[config.mk]
export PLATFORM = sky130hd
export DESIGN_NAME = fetch_stage
export DESIGN_NICKNAME = d
export VERILOG_FILES = /design/src/rtl/fetch_stage.sv
export SDC_FILE = /design/constraint.sdc
export NUM_CORES = 1
export LEC_CHECK = 0
export CORE_MARGIN = 2
export CORE_UTILIZATION = 41
export DETAILED_ROUTE_END_ITERATION = 10
export PLACE_DENSITY_LB_ADDON = 0.05
export SLEW_MARGIN = 40
export SYNTH_ARGS = -nofsm -noshare
export SYNTH_HDL_FRONTEND = slang
export SYNTH_SLANG_ARGS = --single-unit
[constraint.sdc]
create_clock -name clk -period 2 [get_ports clk]
set_input_delay 0.4 -clock clk [delete_from_list [all_inputs] [get_ports clk]]
set_output_delay 0.4 -clock clk [all_outputs]
set_load 0.1 [all_outputs]
[src/rtl/fetch_stage.sv]
// Instruction-fetch stage of the five-stage ARM pipeline.
// Owns the PC, presents the word address to the combinational instruction
// memory and captures the returned word into the IF/ID pipeline register.
// Also keeps a fetch counter and flags the branch-to-self halt idiom.
module fetch_stage #(
    parameter logic [31:0] RESET_PC   = 32'h0000_0000,
    parameter logic [31:0] NOP_INSTR  = 32'hE1A0_0000,
    parameter logic [31:0] HALT_INSTR = 32'hEAFF_FFFE
) (
    input  logic        clk,
    input  logic        reset,
    input  logic        StallF,
    input  logic        StallD,
    input  logic        FlushD,
    input  logic        BranchTakenE,
    input  logic [31:0] ALUResultE,
    input  logic        PCSrcW,
    input  logic [31:0] ResultW,
    input  logic [31:0] InstrF,
    output logic [31:0] PCF,
    output logic [31:0] InstrD,
    output logic [31:0] PCPlus8D,
    output logic        ValidD,
    output logic        HaltD,
    output logic [31:0] FetchCount
);

    // Clears the byte-offset bits so every fetch address is word aligned.
    function automatic logic [31:0] word_align(input logic [31:0] addr);
        return {addr[31:2], 2'b00};
    endfunction

    logic [31:0] pc_plus4_s;
    logic [31:0] pc_plus8_s;
    logic [31:0] target_s;
    logic [31:0] pc_next_s;
    logic        redirect_s;
    logic        load_d_s;

    assign pc_plus4_s = PCF + 32'd4;
    assign pc_plus8_s = PCF + 32'd8;
    assign redirect_s = BranchTakenE | PCSrcW;
    assign load_d_s   = ~FlushD & ~StallD;

    // Next-PC select: EX branch beats WB write to R15, redirects beat a stall.
    always_comb begin
        target_s  = pc_plus4_s;
        pc_next_s = PCF;
        if (BranchTakenE) begin
            target_s = word_align(ALUResultE);
        end else if (PCSrcW) begin
            target_s = word_align(ResultW);
        end else begin
            target_s = pc_plus4_s;
        end

        if (redirect_s) begin
            pc_next_s = target_s;
        end else if (StallF) begin
            pc_next_s = PCF;
        end else begin
            pc_next_s = pc_plus4_s;
        end
    end

    // Program counter register.
    always_ff @(posedge clk) begin
        if (reset) begin
            PCF <= word_align(RESET_PC);
        end else begin
            PCF <= pc_next_s;
        end
    end

    // IF/ID pipeline register: a flush bubble takes precedence over a stall.
    always_ff @(posedge clk) begin
        if (reset) begin
            InstrD   <= NOP_INSTR;
            PCPlus8D <= 32'd0;
            ValidD   <= 1'b0;
        end else if (FlushD) begin
            InstrD   <= NOP_INSTR;
            PCPlus8D <= 32'd0;
            ValidD   <= 1'b0;
        end else if (StallD) begin
            InstrD   <= InstrD;
            PCPlus8D <= PCPlus8D;
            ValidD   <= ValidD;
        end else begin
            InstrD   <= InstrF;
            PCPlus8D <= pc_plus8_s;
            ValidD   <= 1'b1;
        end
    end

    // Counts real instructions entering IF/ID; bubbles and held cycles do not count.
    always_ff @(posedge clk) begin
        if (reset) begin
            FetchCount <= 32'd0;
        end else if (load_d_s) begin
            FetchCount <= FetchCount + 32'd1;
        end else begin
            FetchCount <= FetchCount;
        end
    end

    // Halt marker decoded from the registered IF/ID contents only.
    assign HaltD = ValidD && (InstrD == HALT_INSTR);

endmodule

# Word-level counts from Yosys, hierarchy flattened

Cells that the tools add are included.

Add/sub/neg operators: 3
Shifts and indexed selects: 0
$lt $le $gt $ge: 0
Divide/modulo/power cells: 0
$mul: 0
Muxes and demuxes: 4
Equal/unequal tests: 2
Reductions and logical operators: 2
Bitwise operators: 4

Operators by type and width:

| cell                                                  | number |
|---|---|
| 2-to-1 mux 32 bit                                     | 4 |
| adder 32 x 1 -> 32 bit, second input constant         | 1 |
| adder 32 x 3 -> 32 bit, second input constant         | 1 |
| adder 32 x 4 -> 32 bit, second input constant         | 1 |
| == test 32 bit, second input constant                 | 1 |
| inequality test 2 x 1 -> 1 bit, second input constant | 1 |
| NOT 1 bit                                             | 2 |
| OR reduction 2 bit                                    | 1 |
| AND 1 bit                                             | 1 |
| logical AND 1 bit                                     | 1 |
| OR 1 bit                                              | 1 |

Memory bits (read-only): 0
Latch bits: 0
Memory bits (writable): 0
Input bits: 103
Output and inout bits: 130
Register bits after elaboration: 129
Word-level logic and storage cells: 20
Memories kept: 0

# Longest topological paths before layout

Gate-level depths: netlist (run 1).

Word-level depth: 4
Mapped depth: 8
Depth with buffers taken out: 6

# Least setup slack after synthesis (run 1)

Ideal clock, no wire load.

Path kind: register to output
Start point: register InstrD[30]
End point: output HaltD
Data arrival time: 3.726 ns
Cell stages (with the launch flop): 4
Data required time: 1.600 ns
Buffers on the path: 0
Slack: -2.126 ns
Cell sequence: dfxtp_1 -> nand4_1 -> or4_1 -> nor3_1

Longest elaborated chain between the ends: 2

Ends and longest elaborated chain:

| what                   | RTL line | source |
|---|---|---|
| from (decl)            | 21       | `output logic [31:0] InstrD,` |
| from (signal assigned) | 86       | `InstrD <= InstrD;` |
| from (signal assigned) | 90       | `InstrD <= InstrF;` |
| == test 32 bit         | 108      | `assign HaltD = ValidD && (InstrD == HALT_INSTR);` |
| logical AND 1 bit      | 108      |  |
| to (decl)              | 24       | `output logic HaltD,` |

Every way passes these cells.

# Final worst setup path (run 1)

Start point: register InstrD[0]
End point: output HaltD

The elaborated chain is that of the path after synthesis.

==> results of run 1 <==
## what timing repair did
| action | CTS | global route |
|---|---|---|
| buffers inserted | 1 | 0 |
| resized for setup | 1 | 8 |
| endpoints found under the setup margin | 1 | 16 |
| pin swaps | 3 | 2 |
| cloned | 0 | 0 |
## stage by stage
stage / cell area [sq um] / utilization / std cells / hold slack (ps)
2_1_floorplan: 6810 / - / 763 / 524
3_3_place_gp: 9290 / 0.611 / 1181 / 463
3_5_place_dp: 9290 / 0.611 / 1181 / 474
4_1_cts: 9940 / 0.654 / 1214 / 379
5_1_grt: 9970 / 0.656 / 1214 / 415
6_report: 9970 / 0.656 / 1214 / 388
## layout by cell type, fill, tap and decap left out, types with 4 or more instances in the layout
cell / count
a211oi_1: 12
a21oi_1: 53
a22oi_1: 5
and2_1: 6
and3_1: 4
and4_1: 5
buf_12: 15
buf_4: 177
clkbuf_16: 19
clkdlybuf4s50_1: 96
clkinv_1: 4
conb_1: 4
dfxtp_1: 41
dfxtp_2: 21
dfxtp_4: 63
inv_1: 4
mux2i_1: 40
nand2_1: 48
nand2b_1: 10
nand3_1: 21
nand4_1: 28
nand4b_1: 4
nor2_1: 100
nor3_1: 18
nor4_1: 5
o21a_1: 5
o21ai_0: 38
o21ai_1: 9
o22ai_1: 14
o31ai_1: 6
xnor2_1: 26
xor2_1: 35
## final timing paths
kind,startpoint,slack (ps),cells past startpoint,endpoint
hold reg to reg,InstrD[30]$_SDFFE_PP1N_,490,2,InstrD[30]$_SDFFE_PP1N_
setup / recovery,InstrD[0]$_SDFFE_PP0N_,-300,4,HaltD
setup reg to reg,PCF[17]$_SDFFE_PP0P_,120,5,PCF[25]$_SDFFE_PP0P_
hold / removal,reset,390,2,PCF[18]$_SDFFE_PP0P_
## report_power, final
part / total (W) / internal (W) / switching, W
Clock: 0.00323 / 0.00208 / 0.00114
Sequential: 0.00273 / 0.00256 / 0.000175
Combinational: 0.00171 / 0.000581 / 0.00113
Total: 0.00767 / 0.00522 / 0.00245
## layout make-up
cell class / count / area, sq um
fillers: 1325 / 5230
multi-input cells: 571 / 3720
flip-flops and latches: 125 / 2770
repair buffers: 290 / 2600
clock buffers: 24 / 524
well taps: 188 / 235
clock inverters: 8 / 97.6
inverters: 8 / 30.0
## flip-flops by register name, summed over array words and instances (netlist names)
name        cells
FetchCount     32
InstrD         32
PCF            30
PCPlus8D       30
ValidD          1
## critical path, stage by stage (launching register included)
cell and delay [ps]:
dfxtp_4 340, nand4b_1 210, or4_4 520, nor3_4 210, buf_12 200
## metal layers
layer  track usage  vias up  wire [um]
li1              -     3235          -
met1         0.317     3101       8890
met2         0.434      275      10300
met3        0.0599       44       1550
met4         0.102        0        528
met5             0        -          0
## cells by family after synthesis
family	synth area share
simple gates	0.249
compound gates	0.159
flops	0.393
buf+inv	0.0458
xor+xnor	0.0840
mux	0.0629
fa+ha+maj	0.00590
other cells	0.000590
==> metrics.yaml, run 1 <==
worst_setup_path:
  path_max_fanout: 3
  path_class: "register to primary output"
  arrival_ps: 1900
  worstSetupEndpointType: "primary output"
  required_ps: 1600
  start_kind: "register"
global_route:
  antenna_found_initial: 0
  grt-ovfl-total: 0
  grt_max_degree: 49
  grtUsageTotal: 0.257
  grt_pass1_wl_um: 33300
  grt_pass1_vias: 6402
logic_synthesis:
  synth_cells: 760
  synth-edff-count: 0
  synthArstFlopShare: 0
  yosysTopAreaCell: "dfxtp_1"
  synth_top_flop_cell: "dfxtp_1"
  ys_top_cells_by_area: "dfxtp_1, mux2i_1, nor2_1"
  synth_common_cells: "dfxtp_1, nor2_1, a21oi_1, nand2_1, mux2i_1"
  synth_warnings: 0
  yosys.area.top_type_share: 0.393
  yosysMostFrequentCell: "dfxtp_1"
  syn_avg_cell_area_sq_um: 8.37
  synth_area_sq_um: 6360
  ys_seq_area_frac: 0.393
  ys_ff_latch: 125
  yosysUniqueCellTypes: 68
power:
  finalPower_w: 0.00767
  peakVddDrop_uv: 665
  power_leakage_nw: 3.97
  power_density_nw_per_um2: 769
run:
  maxCapViolations: 0
outcome:
  violations: "negative setup slack"
  status: "finished with violations"
drt:
  drtIter0Drc: 368
  vias_per_cell: 5.48
  num_vias: 6655
  antenna_left: 0
  wl_um: 21300
  drc_errors: 0
  avgRoutedWirePerCell_um: 17.5
  dr.pass1.iters: 7
timing:
  finalSetupViolCount: 1
  tightest_slew_ps: 727
  slew-limit-headroom: 0.515
  tns_ps: -303
  fin_crit_sh: 1.15
  finalClockSkew_ps: 8.27
  report.final.slew_viol_count: 0
  rsz0062_at_grt: "true"
  period_needed_ps: 2300
  max_freq_ghz: 0.434
  finalHoldViolCount: 0
  worst_slack_ps: -303
clocking:
  ctsHoldBuffers: 0
  cts_sinks: 125
  clk_latency_ps: 430
  cts_buffer_depth: 2
  cts_tree: "built"
  cts_max_level: 4
  clock-root-buffer: "clkbuf_16"
  cts_buffers: 17
  path_clk_slew_ps: 60
layout:
  area_delta_synth_final_pct: 56.7
  antenna_cells: 0
  drive_gt1_frac: 0.331
  final_nets: 1119
floorplan:
  die_h_um: 129
  initial_core_util: 0.418
  rows: 45
  dieArea_sq_um: 16500
  core_sq_um: 15200
  die-width_um: 129
  io_pins: 233
hold_path:
  hold_path.class: "primary input to register"
place:
  dp_slack_ps: -223
  hpwl_um: 16200
  gp_congestion: 0.914
  portBuffers: 224
Power figures use the tool's default switching activity.
==> inputs of run 2 (changes only) <==
- CORE_UTILIZATION: 41 -> 45
- DONT_BUFFER_PORTS: default -> 1
==> run 2 against run 1 <==
Total power decreased by 4.7%. Count of clock-buffer cells in the layout shrank 5. Clock power is essentially flat. Critical path type unchanged. Critical path depth unchanged. Cell area fell by 14%. Global-route usage grew 0.92 points. Clock skew fell by 1.6 ps. Die area down 8.6%. Combinational power shrank 18%. Routed wire length shrank 5.5%. Sequential share of layout area grew 4.7 points. The run still ends with negative setup slack left. Final cell count shrank 12%.
==> metrics.yaml, run 2 (synthesis gave the netlist of run 1 again) <==
timing:
  max_freq_ghz: 0.429
  finalHoldViolCount: 0
  rsz0062_at_grt: "true"
  fin_crit_sh: 1.17
  slew-limit-headroom: 0.523
  whs_ps: 49.9
  tns_ps: -332
  finalClockSkew_ps: 6.66
  finalSetupViolCount: 1
  worst_slack_ps: -332
  report.final.slew_viol_count: 0
  tightest_slew_ps: 716
  period_needed_ps: 2330
place:
  portBuffers: 0
  dp_slack_ps: 59.1
  dp_cells: 1042
  hpwl_um: 15200
  gp_congestion: 0.892
worst_setup_path:
  worstSetupEndpointType: "primary output"
  path_max_fanout: 2
  arrival_ps: 1930
  required_ps: 1600
  start_kind: "register"
  path_buf_inv: 1
  crit_family: "simple AND/OR/NAND/NOR gates"
  critical_path.max_stage_delay_ps: 570
  path_class: "register to primary output"
  crit_path_cell_trace: "nand4b_1 -> or4_4 -> nor3_4 -> buf_12"
  cp_slowest_cell: "or4_4"
global_route:
  grt_pass1_wl_um: 30900
  gr-usage-met1: 0.329
  grtUsageTotal: 0.266
  grt-ovfl-total: 0
  grt.busiest_layer: "met2"
  use_met3: 0.0710
  grt_max_degree: 62
  grt_pass1_vias: 5926
  antenna_found_initial: 0
  grt_use_met2: 0.445
clocking:
  cts_buffers: 17
  clock-root-buffer: "clkbuf_16"
  clk_latency_ps: 420
  cts_buffer_depth: 2
  cts_sinks: 125
  path_clk_slew_ps: 50
  ctsHoldBuffers: 0
  cts_max_level: 4
  post_cts_buffers: 0
  cts_tree: "built"
layout:
  fillers: 1204
  reg_top3: "FetchCount: 32 flops, InstrD: 32 flops"
  antenna_cells: 0
  layout.cells.non_filler: 1074
  final_common_cell: "buf_4"
  multi_input_area_sq_um: 3690
  layout_common_cells: "buf_4, nor2_1, dfxtp_4, a21oi_1, nand2_1"
  area_delta_synth_final_pct: 34.2
  final_nets: 987
  layout.area.seq_sq_um: 2770
  drive_gt1_frac: 0.331
floorplan:
  rows: 43
  dieArea_sq_um: 15100
  io_pins: 233
  initial_core_util: 0.460
  die_h_um: 123
  die-width_um: 123
  core_sq_um: 13800
outcome:
  status: "finished with violations"
  violations: "negative setup slack"
hold_path:
  hold_path.class: "primary input to register"
drt:
  num_vias: 6123
  avgRoutedWirePerCell_um: 18.7
  antenna_left: 0
  drtIter0Drc: 406
  wl_um: 20100
  dr.pass1.iters: 7
  drc_errors: 0
  vias_per_cell: 5.70
power:
  power_leakage_nw: 3.35
  power_density_nw_per_um2: 857
  peakVddDrop_uv: 525
run:
  maxCapViolations: 0
==> run 2: per-stage QoR <==
| step | power, W | utilization | area, sq um |
|---|---|---|---|
| 2_1_floorplan | 0.00391 | - | 6810 |
| 3_3_place_gp | 0.00411 | 0.571 | 7900 |
| 3_5_place_dp | 0.00413 | 0.571 | 7900 |
| 4_1_cts | 0.00735 | 0.617 | 8530 |
| 5_1_grt | 0.00755 | 0.617 | 8540 |
| 6_report | 0.00731 | 0.617 | 8540 |
==> run 2: cell type report <==
cell class,count,area share
well taps,180,0.0264
multi-input cells,571,0.432
flip-flops and latches,125,0.324
clock buffers,19,0.0519
repair buffers,158,0.142
inverters,8,0.00352
clock inverters,13,0.0201
==> run 2: repair_timing <==
item / in CTS / in global routing
pin swaps: 1 / 1
resized for setup: 1 / 1
endpoints found under the setup margin: 1 / 2
==> run 2: where the power goes <==
part           internal [W]  leakage, nW  switching [W]
clock               0.00210        0.299        0.00113
sequential          0.00255         1.07       0.000115
combinational      0.000332         1.98        0.00108
total               0.00499         3.35        0.00233
==> run 2: worst paths after layout <==
kind,from,to,slack (ps),cells after the start
worst max-delay path,InstrD[0]$_SDFFE_PP0N_,HaltD,-330,4
worst min-delay path,reset,FetchCount[13]$_SDFFE_PP0P_,50,1
worst max register to register,PCF[14]$_SDFFE_PP0P_,PCPlus8D[30]$_SDFFE_PP0N_,110,5
worst min register to register,PCPlus8D[23]$_SDFFE_PP0N_,PCPlus8D[23]$_SDFFE_PP0N_,490,2
==> run 2: per-layer routing <==
layer / wire [um] / part of all wire / vias to the layer above
met4: 388 / 0.019 / 0
met2: 9610 / 0.48 / 271
li1: - / - / 2969
met1: 8500 / 0.42 / 2854
met5: 0 / 0 / -
met3: 1610 / 0.080 / 29
